### src/rtl/timer_pkg.sv
// Shared types and constants for the countdown timer: FSM encoding,
// BCD digit types and the BCD step helpers used by the top.
package timer_pkg;

    localparam int DIGIT_W = 4;
    localparam logic [6:0] DISPLAY_0 = 7'b1000000;

    typedef enum logic [1:0] {
        IDLE  = 2'd0,
        RUN   = 2'd1,
        PAUSE = 2'd2,
        DONE  = 2'd3
    } state_t;

    typedef logic [DIGIT_W-1:0] bcd_t;

    typedef struct packed {
        bcd_t tens;
        bcd_t units;
    } preset_t;

    typedef struct packed {
        bcd_t tens;
        bcd_t units;
        bcd_t tenths;
    } count_t;

    // +1 s on the preset, 99 wraps to 00
    function automatic preset_t preset_inc(preset_t p);
        preset_t r;
        r = p;
        if (p.units == bcd_t'(9)) begin
            r.units = '0;
            r.tens  = (p.tens == bcd_t'(9)) ? '0 : p.tens + bcd_t'(1);
        end else begin
            r.units = p.units + bcd_t'(1);
        end
        return r;
    endfunction

    // -0.1 s with borrow; never called on 00.0
    function automatic count_t count_dec(count_t c);
        count_t r;
        r = c;
        if (c.tenths != '0) begin
            r.tenths = c.tenths - bcd_t'(1);
        end else begin
            r.tenths = bcd_t'(9);
            if (c.units != '0) begin
                r.units = c.units - bcd_t'(1);
            end else begin
                r.units = bcd_t'(9);
                r.tens  = c.tens - bcd_t'(1);
            end
        end
        return r;
    endfunction

endpackage

### src/rtl/bcd_to_7seg.sv
// BCD digit to active-low 7-segment pattern (gfedcba); non-BCD codes blank.
module bcd_to_7seg (
    input  logic [3:0] bcd,
    output logic [6:0] seg
);

    always_comb begin
        seg = 7'b1111111;
        case (bcd)
            4'd0: seg = 7'b1000000;
            4'd1: seg = 7'b1111001;
            4'd2: seg = 7'b0100100;
            4'd3: seg = 7'b0110000;
            4'd4: seg = 7'b0011001;
            4'd5: seg = 7'b0010010;
            4'd6: seg = 7'b0000010;
            4'd7: seg = 7'b1111000;
            4'd8: seg = 7'b0000000;
            4'd9: seg = 7'b0010000;
            default: seg = 7'b1111111;
        endcase
    end

endmodule

### src/rtl/key_pulse.sv
// Push-button conditioning: two-flop synchroniser, edge register and a
// registered one-cycle pulse on each press (1->0 of the synchronised key).
module key_pulse (
    input  logic clk,
    input  logic rst_n,
    input  logic key,
    output logic pulse
);

    logic [1:0] sync_q;
    logic       prev_q;

    always_ff @(posedge clk or negedge rst_n) begin
        if (!rst_n) begin
            sync_q <= 2'b11;
            prev_q <= 1'b1;
            pulse  <= 1'b0;
        end else begin
            sync_q <= {sync_q[0], key};
            prev_q <= sync_q[1];
            pulse  <= prev_q & ~sync_q[1];
        end
    end

endmodule

### src/rtl/countdown_timer.sv
// Countdown timer: BCD preset 1..99 s, 0.1 s countdown with pause/resume,
// alarm at 00.0, three registered active-low 7-segment digits.
module countdown_timer
    import timer_pkg::*;
#(
    parameter int MIN_COUNT_IN_MS = 100,
    parameter int FREQ_MHZ        = 50
) (
    input  logic       clk,
    input  logic       rst_n,
    input  logic       KEY1,
    input  logic       KEY2,
    output logic [6:0] HEX0,
    output logic [6:0] HEX1,
    output logic [6:0] HEX2,
    output logic       ALARM
);

    localparam int DIV        = FREQ_MHZ * 1000 * MIN_COUNT_IN_MS;
    localparam int DIV_W      = $clog2(DIV);
    localparam int NUM_DIGITS = 3;
    localparam logic [DIV_W-1:0] DIV_LAST = DIV_W'(DIV - 1);

    logic start_p, inc_p;

    key_pulse u_key1 (.clk(clk), .rst_n(rst_n), .key(KEY1), .pulse(start_p));
    key_pulse u_key2 (.clk(clk), .rst_n(rst_n), .key(KEY2), .pulse(inc_p));

    state_t             state_q, state_d;
    preset_t            preset_q, preset_d;
    count_t             count_q, count_d;
    logic [DIV_W-1:0]   presc_q, presc_d;
    logic               tick, last_step;

    assign tick      = (state_q == RUN) && (presc_q == DIV_LAST);
    assign last_step = (count_q.tens == '0) && (count_q.units == '0) &&
                       (count_q.tenths == bcd_t'(1));

    always_comb begin
        state_d  = state_q;
        preset_d = preset_q;
        count_d  = count_q;
        presc_d  = presc_q;
        case (state_q)
            IDLE: begin
                if (start_p && (preset_q != '0)) begin
                    count_d = '{tens: preset_q.tens, units: preset_q.units, tenths: '0};
                    presc_d = '0;
                    state_d = RUN;
                end
                if (inc_p) preset_d = preset_inc(preset_q);
            end
            RUN: begin
                presc_d = tick ? '0 : presc_q + DIV_W'(1);
                if (tick) count_d = count_dec(count_q);
                // the final tick wins over a coincident pause request
                if (tick && last_step) state_d = DONE;
                else if (start_p)      state_d = PAUSE;
            end
            PAUSE: if (start_p) state_d = RUN;
            DONE:  if (start_p) state_d = IDLE;
            default: state_d = IDLE;
        endcase
    end

    logic [NUM_DIGITS-1:0][DIGIT_W-1:0] disp;
    logic [NUM_DIGITS-1:0][6:0]         seg, hex_q;

    always_comb begin
        if (state_q == IDLE) disp = {preset_q.tens, preset_q.units, bcd_t'(0)};
        else                 disp = {count_q.tens, count_q.units, count_q.tenths};
    end

    for (genvar i = 0; i < NUM_DIGITS; i++) begin : g_dec
        bcd_to_7seg u_dec (.bcd(disp[i]), .seg(seg[i]));
    end

    always_ff @(posedge clk or negedge rst_n) begin
        if (!rst_n) begin
            state_q  <= IDLE;
            preset_q <= '0;
            count_q  <= '0;
            presc_q  <= '0;
            hex_q    <= {NUM_DIGITS{DISPLAY_0}};
            ALARM    <= 1'b0;
        end else begin
            state_q  <= state_d;
            preset_q <= preset_d;
            count_q  <= count_d;
            presc_q  <= presc_d;
            hex_q    <= seg;
            ALARM    <= (state_d == DONE);
        end
    end

    assign HEX0 = hex_q[0];
    assign HEX1 = hex_q[1];
    assign HEX2 = hex_q[2];

endmodule

### config.mk
export PLATFORM = sky130hd
export DESIGN_NAME = countdown_timer
export DESIGN_NICKNAME = d
export VERILOG_FILES = /design/src/rtl/timer_pkg.sv /design/src/rtl/bcd_to_7seg.sv /design/src/rtl/key_pulse.sv /design/src/rtl/countdown_timer.sv
export SDC_FILE = /design/constraint.sdc
export NUM_CORES = 1
export LEC_CHECK = 0
export ABC_CLOCK_PERIOD_IN_PS = 4100
export BUFFER_PORTS_ARGS = -buffer_cell sky130_fd_sc_hd__buf_2
export CAP_MARGIN = 20
export CORE_MARGIN = 5
export CORE_UTILIZATION = 35
export DETAILED_ROUTE_END_ITERATION = 10
export PLACE_DENSITY = 0.6
export SYNTH_ARGS = -nofsm -noshare
export SYNTH_HDL_FRONTEND = slang
export SYNTH_SLANG_ARGS = --single-unit
### constraint.sdc
create_clock -name clk -period 4.1 [get_ports clk]
set_clock_uncertainty 0.15 [all_clocks]
set_input_delay 1.23 -clock clk [delete_from_list [all_inputs] [get_ports clk]]
set_output_delay 1.23 -clock clk [all_outputs]
set_load 0.03 [all_outputs]
Word-level counts from Yosys, hierarchy flattened

Memory sizes are Yosys's and may differ from the RTL's. A register that Yosys moved wholly into a read port is not among the register bits.
Cells that the tools add are included.

Reduce and logical (&&, ||, !) cells: 21
Muxes and demuxes: 19
Eq/ne operators: 12
Bitwise gates (word level): 4
Add/subtract/negate cells: 6

Operators by type and width:

| operator                                                           | count |
|---|---|
| 23-bit 2-to-1 mux                                                  | 2 |
| 23-bit one-hot mux with 2 select lines                             | 1 |
| 12-bit 2-to-1 mux                                                  | 3 |
| 12-bit one-hot mux with 2 select lines                             | 1 |
| 23-bit by 1-bit adder with 23-bit output, second input constant    | 1 |
| 23-bit == test, second input constant                              | 1 |
| 4-bit 2-to-1 mux                                                   | 5 |
| 4-bit by 1-bit subtractor with 4-bit output, second input constant | 3 |
| 2-bit 2-to-1 mux                                                   | 5 |
| 4-bit by 1-bit adder with 4-bit output, second input constant      | 2 |
| 4-bit == test, second input constant                               | 2 |
| 4-bit logical NOT                                                  | 2 |
| 8-bit 2-to-1 mux                                                   | 1 |
| 2-bit inequality test, second input constant                       | 4 |
| 2-bit one-hot mux with 4 select lines                              | 1 |
| 4-bit nonzero test                                                 | 2 |
| 8-bit nonzero test                                                 | 1 |
| 2-bit == test, second input constant                               | 3 |
| 3-bit AND reduction                                                | 2 |
| 1-bit logical AND                                                  | 5 |
| 5-bit AND reduction                                                | 1 |
| 4-bit by 1-bit == test with 1-bit output, second input constant    | 1 |
| 2-bit AND reduction                                                | 2 |
| 4-bit AND reduction                                                | 1 |
| other kinds (6)                                                    | 10 |

Register bits after elaboration: 54
Memories: 3
Input port bits: 4
ROM bits: 336

Memories:

| name             | words | width | rd ports | clocked after Yosys merged registers in | wr ports | RTL line         | source |
|---|---|---|---|---|---|---|---|
| (name not given) | 16    | 7     | 1        | 1                                       | 0        | bcd_to_7seg.sv:9 | `case (bcd)` |
| (name not given) | 16    | 7     | 1        | 1                                       | 0        | bcd_to_7seg.sv:9 |  |
| (name not given) | 16    | 7     | 1        | 1                                       | 0        | bcd_to_7seg.sv:9 |  |

Depth between registers and ports, before layout

Word-level depth: 7
Depth in mapped cells: 9
Gate-level depth less buffers: 7

Cells and area by module

A second synthesis with hierarchy kept.

Cell total of the unflattened synthesis: 458
Area, all modules: 4394.2 µm²

Modules (own cells, without submodules):

| module          | cells each | times used | area an instance (µm²) | seq. area each (µm²) |
|---|---|---|---|---|
| countdown_timer | 349        | 1          | 3528.4                 | 1680.4 |
| bcd_to_7seg     | 33         | 3          | 210.2                  | 0.0 |
| key_pulse       | 5          | 2          | 117.6                  | 103.8 |

Least setup slack after synthesis

OpenSTA, ideal clock, no wires.

Path type: register to register
From: reg state_q[1]
To: reg hex_q (netlist bit HEX1[3])
Slack: 1.924 ns
Clock period less this slack: 2.176 ns
Setup time: 0.123 ns
Arrival time: 1.903 ns
Cell stages (with the launch flop): 10
Cells stage by stage: dfrtp_1 -> buf_2 -> nor2_1 -> buf_2 -> mux2i_1 -> inv_1 -> ha_1 -> nor2_1 -> o21a_1 -> a21oi_1

Longest elaborated chain between the ends: 2

RTL lines:

| element                | RTL line              | source |
|---|---|---|
| from (decl)            | countdown_timer.sv:29 | `state_t state_q, state_d;` |
| from (signal assigned) | countdown_timer.sv:87 | `state_q <= state_d;` |
| 2-bit logical NOT      | countdown_timer.sv:70 | `if (state_q == IDLE) disp = {preset_q.tens, preset_q.units, bcd_t'(0)};` |
| 12-bit 2-to-1 mux      | countdown_timer.sv:70 |  |
| to (decl)              | countdown_timer.sv:67 | `logic [NUM_DIGITS-1:0][6:0] seg, hex_q;` |

No other way between the ends.
A chain may end at the register's enable or synchronous reset.

Worst setup path after layout

From: reg presc_q[0]
To: reg count_q[10] (netlist name)

Longest elaborated chain between the ends: 4

RTL lines:

| element                         | RTL line              | source |
|---|---|---|
| from (decl)                     | countdown_timer.sv:32 | `logic [DIV_W-1:0] presc_q, presc_d;` |
| from (signal assigned)          | countdown_timer.sv:90 | `presc_q <= presc_d;` |
| 23-bit == test                  | countdown_timer.sv:35 | `assign tick = (state_q == RUN) && (presc_q == DIV_LAST);` |
| 1-bit logical AND               | countdown_timer.sv:35 |  |
| 2-bit inequality test (no line) | --                    |  |
| 5-bit AND reduction (no line)   | --                    |  |
| to (signal assigned)            | countdown_timer.sv:89 | `count_q <= count_d;` |
| to (decl)                       | countdown_timer.sv:31 | `count_t count_q, count_d;` |

No other way between the ends.

==> flow_metrics.env <==
export IMPL_status="finished clean"
export IMPL_synth_edff_count=0
export IMPL_setup_slack_ns=1.39
export IMPL_final_net_count=477
export IMPL_start_kind="register"
export IMPL_seqPwrFrac=0.356
export IMPL_leakagePower_nw=2.10
export IMPL_ff2ff_path_depth=6
export IMPL_post_synth_top_area_cell="dfrtp_1"
export IMPL_viasPerCell=5.42
export IMPL_clkSinkCount=75
export IMPL_critical_path_max_stage_delay_ns=0.55
export IMPL_tns_ns=0
export IMPL_die_width_um=120
export IMPL_muxShareOfSynthArea=0.0531
export IMPL_ctsHoldBuffers=0
export IMPL_grt_pass1_vias=3271
export IMPL_worstMarginPinSlew_ns=0.943
export IMPL_critPathRequiredTime_ns=4.16
export IMPL_drv_slew=0
export IMPL_ys_seq_area_frac=0.447
export IMPL_synth_ff_type="dfrtp_1"
export IMPL_cts_repair_resized=0
export IMPL_ant_nets=0
export IMPL_vias=3276
export IMPL_path_cells="ha_1 > nand2_1 > nor2_1 > nand4_2 > nand2_1 > mux2_2"
export IMPL_cp_top_family="simple AND/OR/NAND/NOR gates"
export IMPL_ys_warn_count=0
export IMPL_synth_most_common_cell="dfrtp_1"
export IMPL_relSlewSlack=0.371
export IMPL_max_cap_violations=0
export IMPL_cts_buffer_depth=2
export IMPL_cp_buffers_inverters=0
export IMPL_drive_gt1_frac=0.173
export IMPL_die_area_um2=14400
export IMPL_area_delta_synth_final_pct=12.8
export IMPL_cts_buffers=9
export IMPL_finalWirelength_um=8980
export IMPL_wire_per_inst_um=14.9
export IMPL_r2r_start="presc_q[0]"
export IMPL_syn_nets=458
export IMPL_finalSetupViolCount=0
export IMPL_synth_simple_area_share=0.192
export IMPL_post_route_period_util=0.661
export IMPL_ios=26
export IMPL_synth_seq_cells=75
export IMPL_cts_tree="done"
export IMPL_start_util=0.354
export IMPL_clk_latency_ns=0.34
export IMPL_core_um2=11900
export IMPL_place_gp_congestion=0.837
export IMPL_syn_inst=433
export IMPL_place_ws_ns=1.40
export IMPL_clock_fmax_ghz=0.369
export IMPL_internal_power_mw=1.84
export IMPL_r2r_end="count_q[10]"
export IMPL_cpMostUsedCell="nand2_1"
export IMPL_dp_hpwl_um=6320
export IMPL_cts_root_buf="clkbuf_16"
export IMPL_htree_levels=3
export IMPL_synth_compound_area_share=0.175
export IMPL_p_sw_frac=0.389
export IMPL_synthAdderAreaFrac=0.0622
export IMPL_core_rowCount=40
export IMPL_synth_area_leaders="dfrtp_1, ha_1, dfstp_2, nand2_1, nor2_1"
export IMPL_cts_setup_buffers=0
export IMPL_powerDensity_nw_per_um2=632
export IMPL_reg2reg_slack_ns=1.39
export IMPL_synth_area_um2=4220
export IMPL_antenna_found_initial=0
export IMPL_critPathSlowestCell="nor2_1"
export IMPL_hold_start="u_key2.sync_q[0]"
export IMPL_hp_class="reg2reg"
export IMPL_netlist_top_cells_count="dfrtp_1, nand2_1, nor2_1"
export IMPL_async_flop_share=1.00
export IMPL_clkSlewWorstSetupHoldPaths_ns=0.05
export IMPL_port_buffer_count=25
export IMPL_synth_xor_area_frac=0.0311
export IMPL_path_max_fanout=15
export IMPL_critPathKind="reg2reg"
export IMPL_synth_cell_types=64
export IMPL_grt_overflow=0
export IMPL_worstHoldEndpoint="u_key2.sync_q[1]"
export IMPL_arrival_ns=2.78
export IMPL_pwr_share_comb=0.387
export IMPL_n_antenna_cell=0
export IMPL_endpoint_kind="register"
export IMPL_avgSynthCellArea_um2=9.75
export IMPL_die_h_um=120
export IMPL_hold_violations=0
export IMPL_clockPowerShare=0.257
export IMPL_drt_pass1_iter_count=6
export IMPL_vdd_drop_max_mv=0.282
export IMPL_power_switching_mw=1.17
export IMPL_rsz0062_at_grt="no"
export IMPL_yosys_area_top_type_share=0.391
export IMPL_synth_top_family_by_area="simple AND/OR/NAND/NOR gates"
export IMPL_drc=0
export IMPL_min_period_ns=2.71
export IMPL_grt_pass1_wl_um=15700
export IMPL_grt_max_degree=76
export IMPL_drt_iter0_markers=201
export IMPL_gr_usage_all_layers=0.133
export IMPL_hold_depth=0
[power by group through the flow]
stage / clock network, mW / registers, mW / logic, mW
6_report: 0.774 / 1.07 / 1.17
5_1_grt: 0.834 / 1.10 / 1.31
2_1_floorplan: 0 / 1.15 / 0.819
4_1_cts: 0.800 / 1.07 / 1.18
3_3_place_gp: 0 / 1.08 / 1.14
3_5_place_dp: 0 / 1.08 / 1.17
[metal layers]
metal,part of all wire,GRT usage,vias up
met2,0.47,0.212,62
met3,0.038,0.0349,20
met5,0,0,-
li1,-,-,1599
met4,0.027,0.0637,0
met1,0.47,0.168,1595
[logic make-up after synthesis]
| logic type | after synthesis |
|---|---|
| simple gates | 153 |
| compound gates | 110 |
| flops | 75 |
| buf+inv | 40 |
| fa+ha+maj | 21 |
| mux | 19 |
| xor+xnor | 15 |
[layout make-up]
class,count,area (um2)
tap,147,184
timing repair buffer,29,158
clock buffer,11,243
inverter,19,71.3
sequential,75,1890
clock inverter,5,52.6
fill,1179,7150
multi-input combinational,318,2170
[through the flow]
step                utilization  instances  power, mW  hold slack (ns)  area [um2]
floorplan                     -        433       1.97            0.195        4220
global placement          0.375        588       2.22            0.197        4470
detailed placement        0.375        588       2.26            0.198        4470
CTS                       0.400        604       3.05            0.206        4760
global route              0.400        604       3.24            0.217        4760
finish                    0.400        604       3.01            0.205        4760
[sequential cells by signal, indices dropped and copies added (netlist names), 7 cells and up]
register  flops
presc_q      23
count_q      12
preset_q      8
HEX0          7
HEX1          7
HEX2          7
[worst reg2reg max path: cells and delay by family, from the launching register on]
family,cells,cell delay [ns]
DFF,1,0.39
adders and majority gates,1,0.25
muxes,1,0.40
and+or+nand+nor,4,1.43
[how the worst max path moves through the flow]
stage	from	end	slack [ns]	cells past startpoint
CTS	presc_q[1]	count_q[10]	1.40	6
floorplan	state_q[1]	HEX1[3]	1.92	9
detailed placement	presc_q[0]	count_q[10]	1.40	6
finish	presc_q[0]	count_q[10]	1.39	6
global placement	presc_q[0]	count_q[10]	1.50	6
global route	presc_q[0]	count_q[10]	1.18	6
[placed cells by master, fill, tap and decap left out, drive strengths merged, types with 4 or more instances in the layout]
master and count:
a21oi 24, a22o 4, nor2b 7, o31ai 4, o21a 5, mux2i 11
inv 19, nor3 9, nand3 13, xnor2 11, mux2 8, xor2 4
o22ai 5, ha 21, buf 29, and3 6, a211oi 5, nand2 42
nor2 42, clkbuf 11, a41oi 4, o21ai 25, a31oi 11, dfrtp 66
dfstp 9, nand4 7, nor4 9
Power figures use the tool's default switching activity.
